$ cat config.mk
export PLATFORM = sky130hd
export DESIGN_NAME = imem_arbiter_flat
export DESIGN_NICKNAME = d
export VERILOG_FILES = /design/src/rtl/imem_arbiter_if.sv /design/src/rtl/imem_arbiter.sv /design/src/flat_wrapper.sv
export SDC_FILE = /design/constraint.sdc
export NUM_CORES = 1
export LEC_CHECK = 0
export CAP_MARGIN = 10
export CORE_MARGIN = 1.5
export CORE_UTILIZATION = 37
export CTS_CLUSTER_DIAMETER = 200
export DETAILED_ROUTE_END_ITERATION = 10
export GPL_TIMING_DRIVEN = 0
export PLACE_DENSITY_LB_ADDON = 0.12
export SLEW_MARGIN = 20
export SYNTH_ARGS = -nofsm -noshare
export SYNTH_HDL_FRONTEND = slang
export SYNTH_SLANG_ARGS = --single-unit
$ cat constraint.sdc
create_clock -name clk -period 2.2 [get_ports clk]
set_clock_uncertainty 0.05 [all_clocks]
set_input_delay 0.44 -clock clk [delete_from_list [all_inputs] [get_ports clk]]
set_output_delay 0.44 -clock clk [all_outputs]
set_load 0.02 [all_outputs]
$ cat src/rtl/imem_arbiter_if.sv
// imem_arbiter_if: fetch, debug and instruction-memory signals shared by the arbiter and its neighbours.
interface imem_arbiter_if #(
    parameter int W     = 32,
    parameter int IDX_W = 11
);
    logic             f_req;
    logic [W-1:0]     f_addr;
    logic             f_gnt;
    logic             f_rvalid;
    logic [W-1:0]     f_rdata;
    logic             f_err;
    logic             d_req;
    logic             d_we;
    logic [W-1:0]     d_addr;
    logic [W-1:0]     d_wdata;
    logic             d_lock;
    logic             d_gnt;
    logic             d_rvalid;
    logic [W-1:0]     d_rdata;
    logic             d_err;
    logic             mem_en;
    logic             mem_we;
    logic [IDX_W-1:0] mem_idx;
    logic [W-1:0]     mem_wdata;
    logic [W-1:0]     mem_rdata;

    modport master (
        output f_req, f_addr, d_req, d_we, d_addr, d_wdata, d_lock, mem_rdata,
        input  f_gnt, f_rvalid, f_rdata, f_err, d_gnt, d_rvalid, d_rdata, d_err,
               mem_en, mem_we, mem_idx, mem_wdata
    );

    modport slave (
        input  f_req, f_addr, d_req, d_we, d_addr, d_wdata, d_lock, mem_rdata,
        output f_gnt, f_rvalid, f_rdata, f_err, d_gnt, d_rvalid, d_rdata, d_err,
               mem_en, mem_we, mem_idx, mem_wdata
    );
endinterface

$ cat src/rtl/imem_arbiter.sv
// imem_arbiter: round-robin sharing of one single-port instruction memory between fetch and debug,
// one grant per cycle with the response one cycle later; bad addresses fault without a memory access.
module imem_arbiter #(
    parameter int W         = 32,
    parameter int IMEM_SIZE = 128,
    parameter int IDX_W     = 11
) (
    input  logic           clk,
    input  logic           rst_n,
    imem_arbiter_if.slave  bus
);
    logic         f_elig, f_gnt, d_gnt, gnt, ok;
    logic         rr;
    logic [W-1:0] addr;
    logic         f_rv, f_er, f_rd, d_rv, d_er, d_rd;
    logic [W-1:0] f_hold, d_hold, f_data, d_data;

    // rr=1 means the last grant went to debug, so fetch wins the next tie
    always_comb begin
        f_elig = bus.f_req & ~bus.d_lock;
        d_gnt  = bus.d_req & (~f_elig | ~rr);
        f_gnt  = f_elig & ~d_gnt;
        gnt    = f_gnt | d_gnt;
        addr   = d_gnt ? bus.d_addr : bus.f_addr;
        ok     = addr[1:0] == 2'b00 && (addr >> 2) < W'(IMEM_SIZE);
        f_data = f_rv ? (f_rd ? bus.mem_rdata : '0) : f_hold;
        d_data = d_rv ? (d_rd ? bus.mem_rdata : '0) : d_hold;
    end

    assign bus.f_gnt     = f_gnt;
    assign bus.d_gnt     = d_gnt;
    assign bus.mem_en    = gnt & ok;
    assign bus.mem_we    = gnt & ok & d_gnt & bus.d_we;
    assign bus.mem_idx   = gnt ? addr[IDX_W+1:2] : '0;
    assign bus.mem_wdata = gnt ? bus.d_wdata : '0;
    assign bus.f_rvalid  = f_rv;
    assign bus.f_rdata   = f_data;
    assign bus.f_err     = f_er;
    assign bus.d_rvalid  = d_rv;
    assign bus.d_rdata   = d_data;
    assign bus.d_err     = d_er;

    // read data arrives from memory in the response cycle, so rdata is muxed live and held afterwards
    always_ff @(posedge clk or negedge rst_n) begin
        if (!rst_n) begin
            rr     <= 1'b0;
            f_rv   <= 1'b0;
            f_er   <= 1'b0;
            f_rd   <= 1'b0;
            d_rv   <= 1'b0;
            d_er   <= 1'b0;
            d_rd   <= 1'b0;
            f_hold <= '0;
            d_hold <= '0;
        end else begin
            if (gnt) rr <= d_gnt;
            f_rv <= f_gnt;
            d_rv <= d_gnt;
            if (f_gnt) begin
                f_er <= ~ok;
                f_rd <= ok;
            end
            if (d_gnt) begin
                d_er <= ~ok;
                d_rd <= ok & ~bus.d_we;
            end
            f_hold <= f_data;
            d_hold <= d_data;
        end
    end
endmodule

$ cat src/flat_wrapper.sv
// flat-port wrapper written by rule: the top's interface ports become plain ports
module imem_arbiter_flat 
#(
    parameter int W         = 32,
    parameter int IMEM_SIZE = 128,
    parameter int IDX_W     = 11
)
  (clk, rst_n, bus_f_req, bus_f_addr, bus_d_req, bus_d_we, bus_d_addr, bus_d_wdata, bus_d_lock, bus_mem_rdata, bus_f_gnt, bus_f_rvalid, bus_f_rdata, bus_f_err, bus_d_gnt, bus_d_rvalid, bus_d_rdata, bus_d_err, bus_mem_en, bus_mem_we, bus_mem_idx, bus_mem_wdata);
  imem_arbiter_if #(.W(W), .IDX_W(IDX_W)) bus_i ();
  input  logic clk;
  input  logic rst_n;
  input wire logic [$bits(bus_i.f_req)-1:0] bus_f_req;
  input wire logic [$bits(bus_i.f_addr)-1:0] bus_f_addr;
  input wire logic [$bits(bus_i.d_req)-1:0] bus_d_req;
  input wire logic [$bits(bus_i.d_we)-1:0] bus_d_we;
  input wire logic [$bits(bus_i.d_addr)-1:0] bus_d_addr;
  input wire logic [$bits(bus_i.d_wdata)-1:0] bus_d_wdata;
  input wire logic [$bits(bus_i.d_lock)-1:0] bus_d_lock;
  input wire logic [$bits(bus_i.mem_rdata)-1:0] bus_mem_rdata;
  output wire logic [$bits(bus_i.f_gnt)-1:0] bus_f_gnt;
  output wire logic [$bits(bus_i.f_rvalid)-1:0] bus_f_rvalid;
  output wire logic [$bits(bus_i.f_rdata)-1:0] bus_f_rdata;
  output wire logic [$bits(bus_i.f_err)-1:0] bus_f_err;
  output wire logic [$bits(bus_i.d_gnt)-1:0] bus_d_gnt;
  output wire logic [$bits(bus_i.d_rvalid)-1:0] bus_d_rvalid;
  output wire logic [$bits(bus_i.d_rdata)-1:0] bus_d_rdata;
  output wire logic [$bits(bus_i.d_err)-1:0] bus_d_err;
  output wire logic [$bits(bus_i.mem_en)-1:0] bus_mem_en;
  output wire logic [$bits(bus_i.mem_we)-1:0] bus_mem_we;
  output wire logic [$bits(bus_i.mem_idx)-1:0] bus_mem_idx;
  output wire logic [$bits(bus_i.mem_wdata)-1:0] bus_mem_wdata;
  assign bus_i.f_req = bus_f_req;
  assign bus_i.f_addr = bus_f_addr;
  assign bus_i.d_req = bus_d_req;
  assign bus_i.d_we = bus_d_we;
  assign bus_i.d_addr = bus_d_addr;
  assign bus_i.d_wdata = bus_d_wdata;
  assign bus_i.d_lock = bus_d_lock;
  assign bus_i.mem_rdata = bus_mem_rdata;
  assign bus_f_gnt = bus_i.f_gnt;
  assign bus_f_rvalid = bus_i.f_rvalid;
  assign bus_f_rdata = bus_i.f_rdata;
  assign bus_f_err = bus_i.f_err;
  assign bus_d_gnt = bus_i.d_gnt;
  assign bus_d_rvalid = bus_i.d_rvalid;
  assign bus_d_rdata = bus_i.d_rdata;
  assign bus_d_err = bus_i.d_err;
  assign bus_mem_en = bus_i.mem_en;
  assign bus_mem_we = bus_i.mem_we;
  assign bus_mem_idx = bus_i.mem_idx;
  assign bus_mem_wdata = bus_i.mem_wdata;
  imem_arbiter #(.W(W), .IMEM_SIZE(IMEM_SIZE), .IDX_W(IDX_W)) u_core (.clk(clk), .rst_n(rst_n), .bus(bus_i));
endmodule
* Word level (Yosys, flattened, before mapping) *
Index checks and enable logic that the tools add are counted.

storage, ports and cells
  flip-flop bits (word level) = 71
  input bits = 134
  output and inout port bits = 115
  logic and storage cells = 34

cells by class
  $lt $le $gt $ge = 1
  mux-type cells = 7
  bitwise operators = 15
  reductions and logical operators = 2

operator list
  operator                                                                       number
  32-bit two-way mux                                                             6
  30-bit by 8-bit less-than comparator with 1-bit output, second input constant  1
  11-bit two-way mux                                                             1
  1-bit AND                                                                      7
  1-bit inverter                                                                 6
  2-bit zero test                                                                1
  1-bit bitwise OR                                                               2
  1-bit logical AND                                                              1

* Longest topological paths before layout *
  word-level depth = 11
  depth in mapped cells = 7
  depth with buffers taken out = 5

* Worst setup path before layout *
Ideal clock, no wire load.

  path type = input port to output port
  from = input bus_f_req
  to = output bus_mem_idx[6]
  data arrival time = 1.541 ns
  required time = 1.710 ns
  setup slack = 0.169 ns
  cell stages on the path = 7
  buffers on the path = 2
  cells stage by stage = nor2b_4 buf_6 a21bo_4 inv_4 buf_6 nand2_1 a21oi_1

between the ends
  longest elaborated chain between the ends = 8
  elaborated cells on any way between the ends = 9
  those cells by class = mux (2); bitwise (7)

RTL lines
  element               RTL line            source
  from (decl)           flat_wrapper.sv:12  input wire logic [$bits(bus_i.f_req)-1:0] bus_f_req;
  1-bit AND *           imem_arbiter.sv:20  f_elig = bus.f_req & ~bus.d_lock;
  1-bit inverter *      imem_arbiter.sv:21  d_gnt = bus.d_req & (~f_elig | ~rr);
  1-bit bitwise OR *    imem_arbiter.sv:21
  1-bit AND *           imem_arbiter.sv:21
  via bus_d_gnt         flat_wrapper.sv:24  output wire logic [$bits(bus_i.d_gnt)-1:0] bus_d_gnt;
  1-bit inverter        imem_arbiter.sv:22  f_gnt = f_elig & ~d_gnt;
  1-bit AND             imem_arbiter.sv:22
  1-bit bitwise OR      imem_arbiter.sv:23  gnt = f_gnt | d_gnt;
  11-bit two-way mux *  imem_arbiter.sv:34  assign bus.mem_idx = gnt ? addr[IDX_W+1:2] : '0;
  to (decl)             flat_wrapper.sv:30  output wire logic [$bits(bus_i.mem_idx)-1:0] bus_mem_idx;

Mark *: on every way through the listed nets, which the timed path passes. The rest lies on a longest branch.

* Final worst setup path *
  from = input bus_f_addr[13]
  to = output bus_mem_en

between the ends
  longest elaborated chain between the ends = 4

RTL lines
  element                                                 RTL line            source
  from (decl)                                             flat_wrapper.sv:13  input wire logic [$bits(bus_i.f_addr)-1:0] bus_f_addr;
  32-bit two-way mux                                      imem_arbiter.sv:24  addr = d_gnt ? bus.d_addr : bus.f_addr;
  30-bit by 8-bit less-than comparator with 1-bit output  imem_arbiter.sv:25  ok = addr[1:0] == 2'b00 && (addr >> 2) < W'(IMEM_SIZE);
  1-bit logical AND                                       imem_arbiter.sv:25
  1-bit AND                                               imem_arbiter.sv:32  assign bus.mem_en = gnt & ok;
  to (decl)                                               flat_wrapper.sv:28  output wire logic [$bits(bus_i.mem_en)-1:0] bus_mem_en;

No other way between the ends.

==> run metrics <==
worst slew pin tran=0.496 ns; Top delay family on crit path=simple AND/OR/NAND/NOR gates; gr ovfl total=0; final worst setup slack=-0.0329 ns; Post-Syn Nets=525; critical-path maximum fanout=2; CTS buffer count=9; max cap viols=0; Unique masters post-synth=27; fillers=742; critical path class=primary input to output port; Bufs and invs on worst path=2; status=complete, but fails checks; Syn Inst Count=391; Site Rows=34; Final Instance Area=6170 sq um; 1st-pass router iterations=4; type of element capturing the critical path=output port; core outline area=just under 9000 sq um; Ports=249; FMAX=448 MHz; placed insts=~750; Area growth syn-to-layout=85.9%; Global Route Usage Sum=0.253; initial antenna violation count=0; cell taking the most area after synthesis=dfrtp_1; pwr/cell area=approximately 500 nW/um^2; worst path arrival time=1.74 ns; Hold Buf Count CTS=0; Die W=~98 microns; CTS tree=built; RSZ-0062 raised after global routing=true; Die Y-Extent=97.7 microns; Finished Layout Cells=775; WP data required=1.71 ns; worst slack, placed=-0.780 ns; Hold WS=0.00583 ns; Setup crit start kind=primary input; # clock sinks=71; fraction of layout cells with a size suffix above 1=0.214; Synth top area share=0.535; post-detail-place hpwl=9.59 mm; CP Cell Sequence=clkdlybuf4s50_1 > nor4_2 > nand3_1 > nor3_2 > o22a_1 > buf_6; max-slew violations=0; Mean Syn Cell Area=8.49 sq um; CTS max path bufs=2; Synth area leaders=dfrtp_1 (54%), o21ai_0 (9.8%), inv_1 (7.2%); crit path time final=2.23 ns; violated checks=negative setup slack; final period utilization=1.01; die area=9550 sq um; Worst-path clk slew=0.08 ns; wire length per cell=16.0 microns; initial detailed-routing violation count=around 100; first-pass GRT wire length=roughly 19 mm; Hold Vio Cnt, Final=0; flop2flop setup slack=0.74 ns; Worst-Skew Late Latency=0.33 ns; vias in the first global route=3786; Total Routed Length=12.4 mm; CP peak stage delay=between 0.4 and 0.5 ns; H-Tree Depth=3; Hold/Removal Path Class=primary input to async pin; Seq/Total Area, Yosys=0.535; nets=a little under 800; R2R Path Start=u_core.rr; Post-Syn Area=3320 sq um; fin util=0.708; Starting Density=0.381; TNS Setup=-0.0329 ns; Slew headroom=0.669; Via density=4.79; number of setup violations in the final report=1; placed inst area=5950 sq um; Worst R2R Path Depth=5; Routed Antenna Nets=0; DR DRC count=0; Final Wtd Congestion=0.824; FF+latch count, synth=between 70 and 80; Worst IR Drop VDD=0.296 mV; largest net degree at the start of global routing=40; Ant. Diodes=0; Tot Pwr=3.09 mW; worst reg2reg endpoint=u_core.bus.f_err; CP max-delay cell=clkdlybuf4s50_1; clk root buf=clkbuf_8; DR vias=approximately 3700; Crit path depth=6; Pleak=3.01 nW; I/O Buffers=248; yosys warns=0
## repair_timing
action	CTS	global route
cloned	3	0
resized for setup	295	158
pin swaps	11	20
setup endpoints to repair	111	79
setup buffers	8	4
## synthesized netlist by cell type, drive strengths merged
| library cell | n |
|---|---|
| nor3 | 4 |
| o21ai | 66 |
| and2 | 2 |
| o21ba | 1 |
| nand4 | 2 |
| nor4 | 11 |
| nand2b | 1 |
| nand2 | 54 |
| nor2b | 33 |
| nor2 | 7 |
| inv | 65 |
| a21bo | 1 |
| a21oi | 8 |
| nand3 | 38 |
| buf | 9 |
| o41ai | 1 |
| o22a | 1 |
| dfrtp | 71 |
| clkbuf | 16 |
## area by class of cell
class / instances / area [sq um] / area share
Multi-Input combinational cell: 230 / 1260 / 0.204
Timing Repair Buffer: 263 / 2370 / 0.384
Buffer: 21 / 154 / 0.0249
Sequential cell: 71 / 1780 / 0.288
Tap cell: 108 / 135 / 0.0219
Clock buffer: 11 / 141 / 0.0229
Inverter: 65 / 249 / 0.0403
Timing Repair inverter: 1 / 3.75 / 0.000608
Clock inverter: 5 / 81.3 / 0.0132
## cells by family (layout without fill, tap and decap cells)
logic type             count (synthesis)  after routing  synth area share
AO/OA/AOI/OAI                         78             78             0.125
buffers and inverters                 90            366             0.109
flip-flops                            71             71             0.535
AND/OR/NAND/NOR                      152            152             0.231
## sequential cells by signal (all words and copies together), names as in the netlist
name,flops
u_core.bus.d_err,1
u_core.bus.d_rvalid,1
u_core.bus.f_err,1
u_core.bus.f_rvalid,1
u_core.d_hold,32
u_core.d_rd,1
u_core.f_hold,32
u_core.f_rd,1
u_core.rr,1
## per-layer routing
| metal | GRT usage | routed length (microns) |
|---|---|---|
| met2 | 0.455 | 6430 |
| met1 | 0.284 | 4630 |
| met3 | 0.0590 | 866 |
| met4 | 0.116 | 433 |
| met5 | 0 | 0 |
## placed cells by master, fill, tap and decap left out, types with 2 or more instances in the layout
master | netlist | final
a21oi_1 | 8 | 6
a21oi_2 | 0 | 2
buf_2 | 5 | 21
buf_4 | 0 | 18
buf_6 | 2 | 7
bufinv_16 | 0 | 2
clkbuf_2 | 0 | 36
clkbuf_4 | 0 | 10
clkbuf_8 | 0 | 10
clkdlybuf4s15_1 | 0 | 17
clkdlybuf4s15_2 | 0 | 11
clkdlybuf4s50_1 | 0 | 95
dfrtp_1 | 71 | 69
dfrtp_2 | 0 | 2
dlygate4sd1_1 | 0 | 3
dlygate4sd2_1 | 0 | 42
dlymetal6s2s_1 | 0 | 23
inv_1 | 64 | 64
nand2_1 | 54 | 53
nand3_1 | 38 | 37
nand4_1 | 2 | 2
nor2_1 | 6 | 5
nor2b_1 | 32 | 32
nor3_2 | 1 | 3
nor4_1 | 10 | 3
nor4_2 | 1 | 8
o21ai_0 | 65 | 49
o21ai_1 | 1 | 17
## how the worst max path moves through the flow
stage                         from           endpoint  slack, ns
floorplan                bus_f_req     bus_mem_idx[6]       0.17
global placement             rst_n  u_core.f_hold[24]      -1.77
detailed placement  bus_d_addr[10]         bus_mem_en      -0.78
CTS                  bus_f_addr[9]         bus_mem_en      -0.14
global route        bus_f_addr[13]         bus_mem_en      -0.07
finish              bus_f_addr[13]         bus_mem_en      -0.03
## power breakdown
part           leakage (nW)  internal [mW]  switching (mW)  total [mW]
clock                 0.110          0.670           0.489        1.16
sequential            0.973           1.31         0.00962        1.32
combinational          1.93          0.320           0.292       0.612
total                  3.01           2.30           0.790        3.09
(Power assumes the default switching activity.)
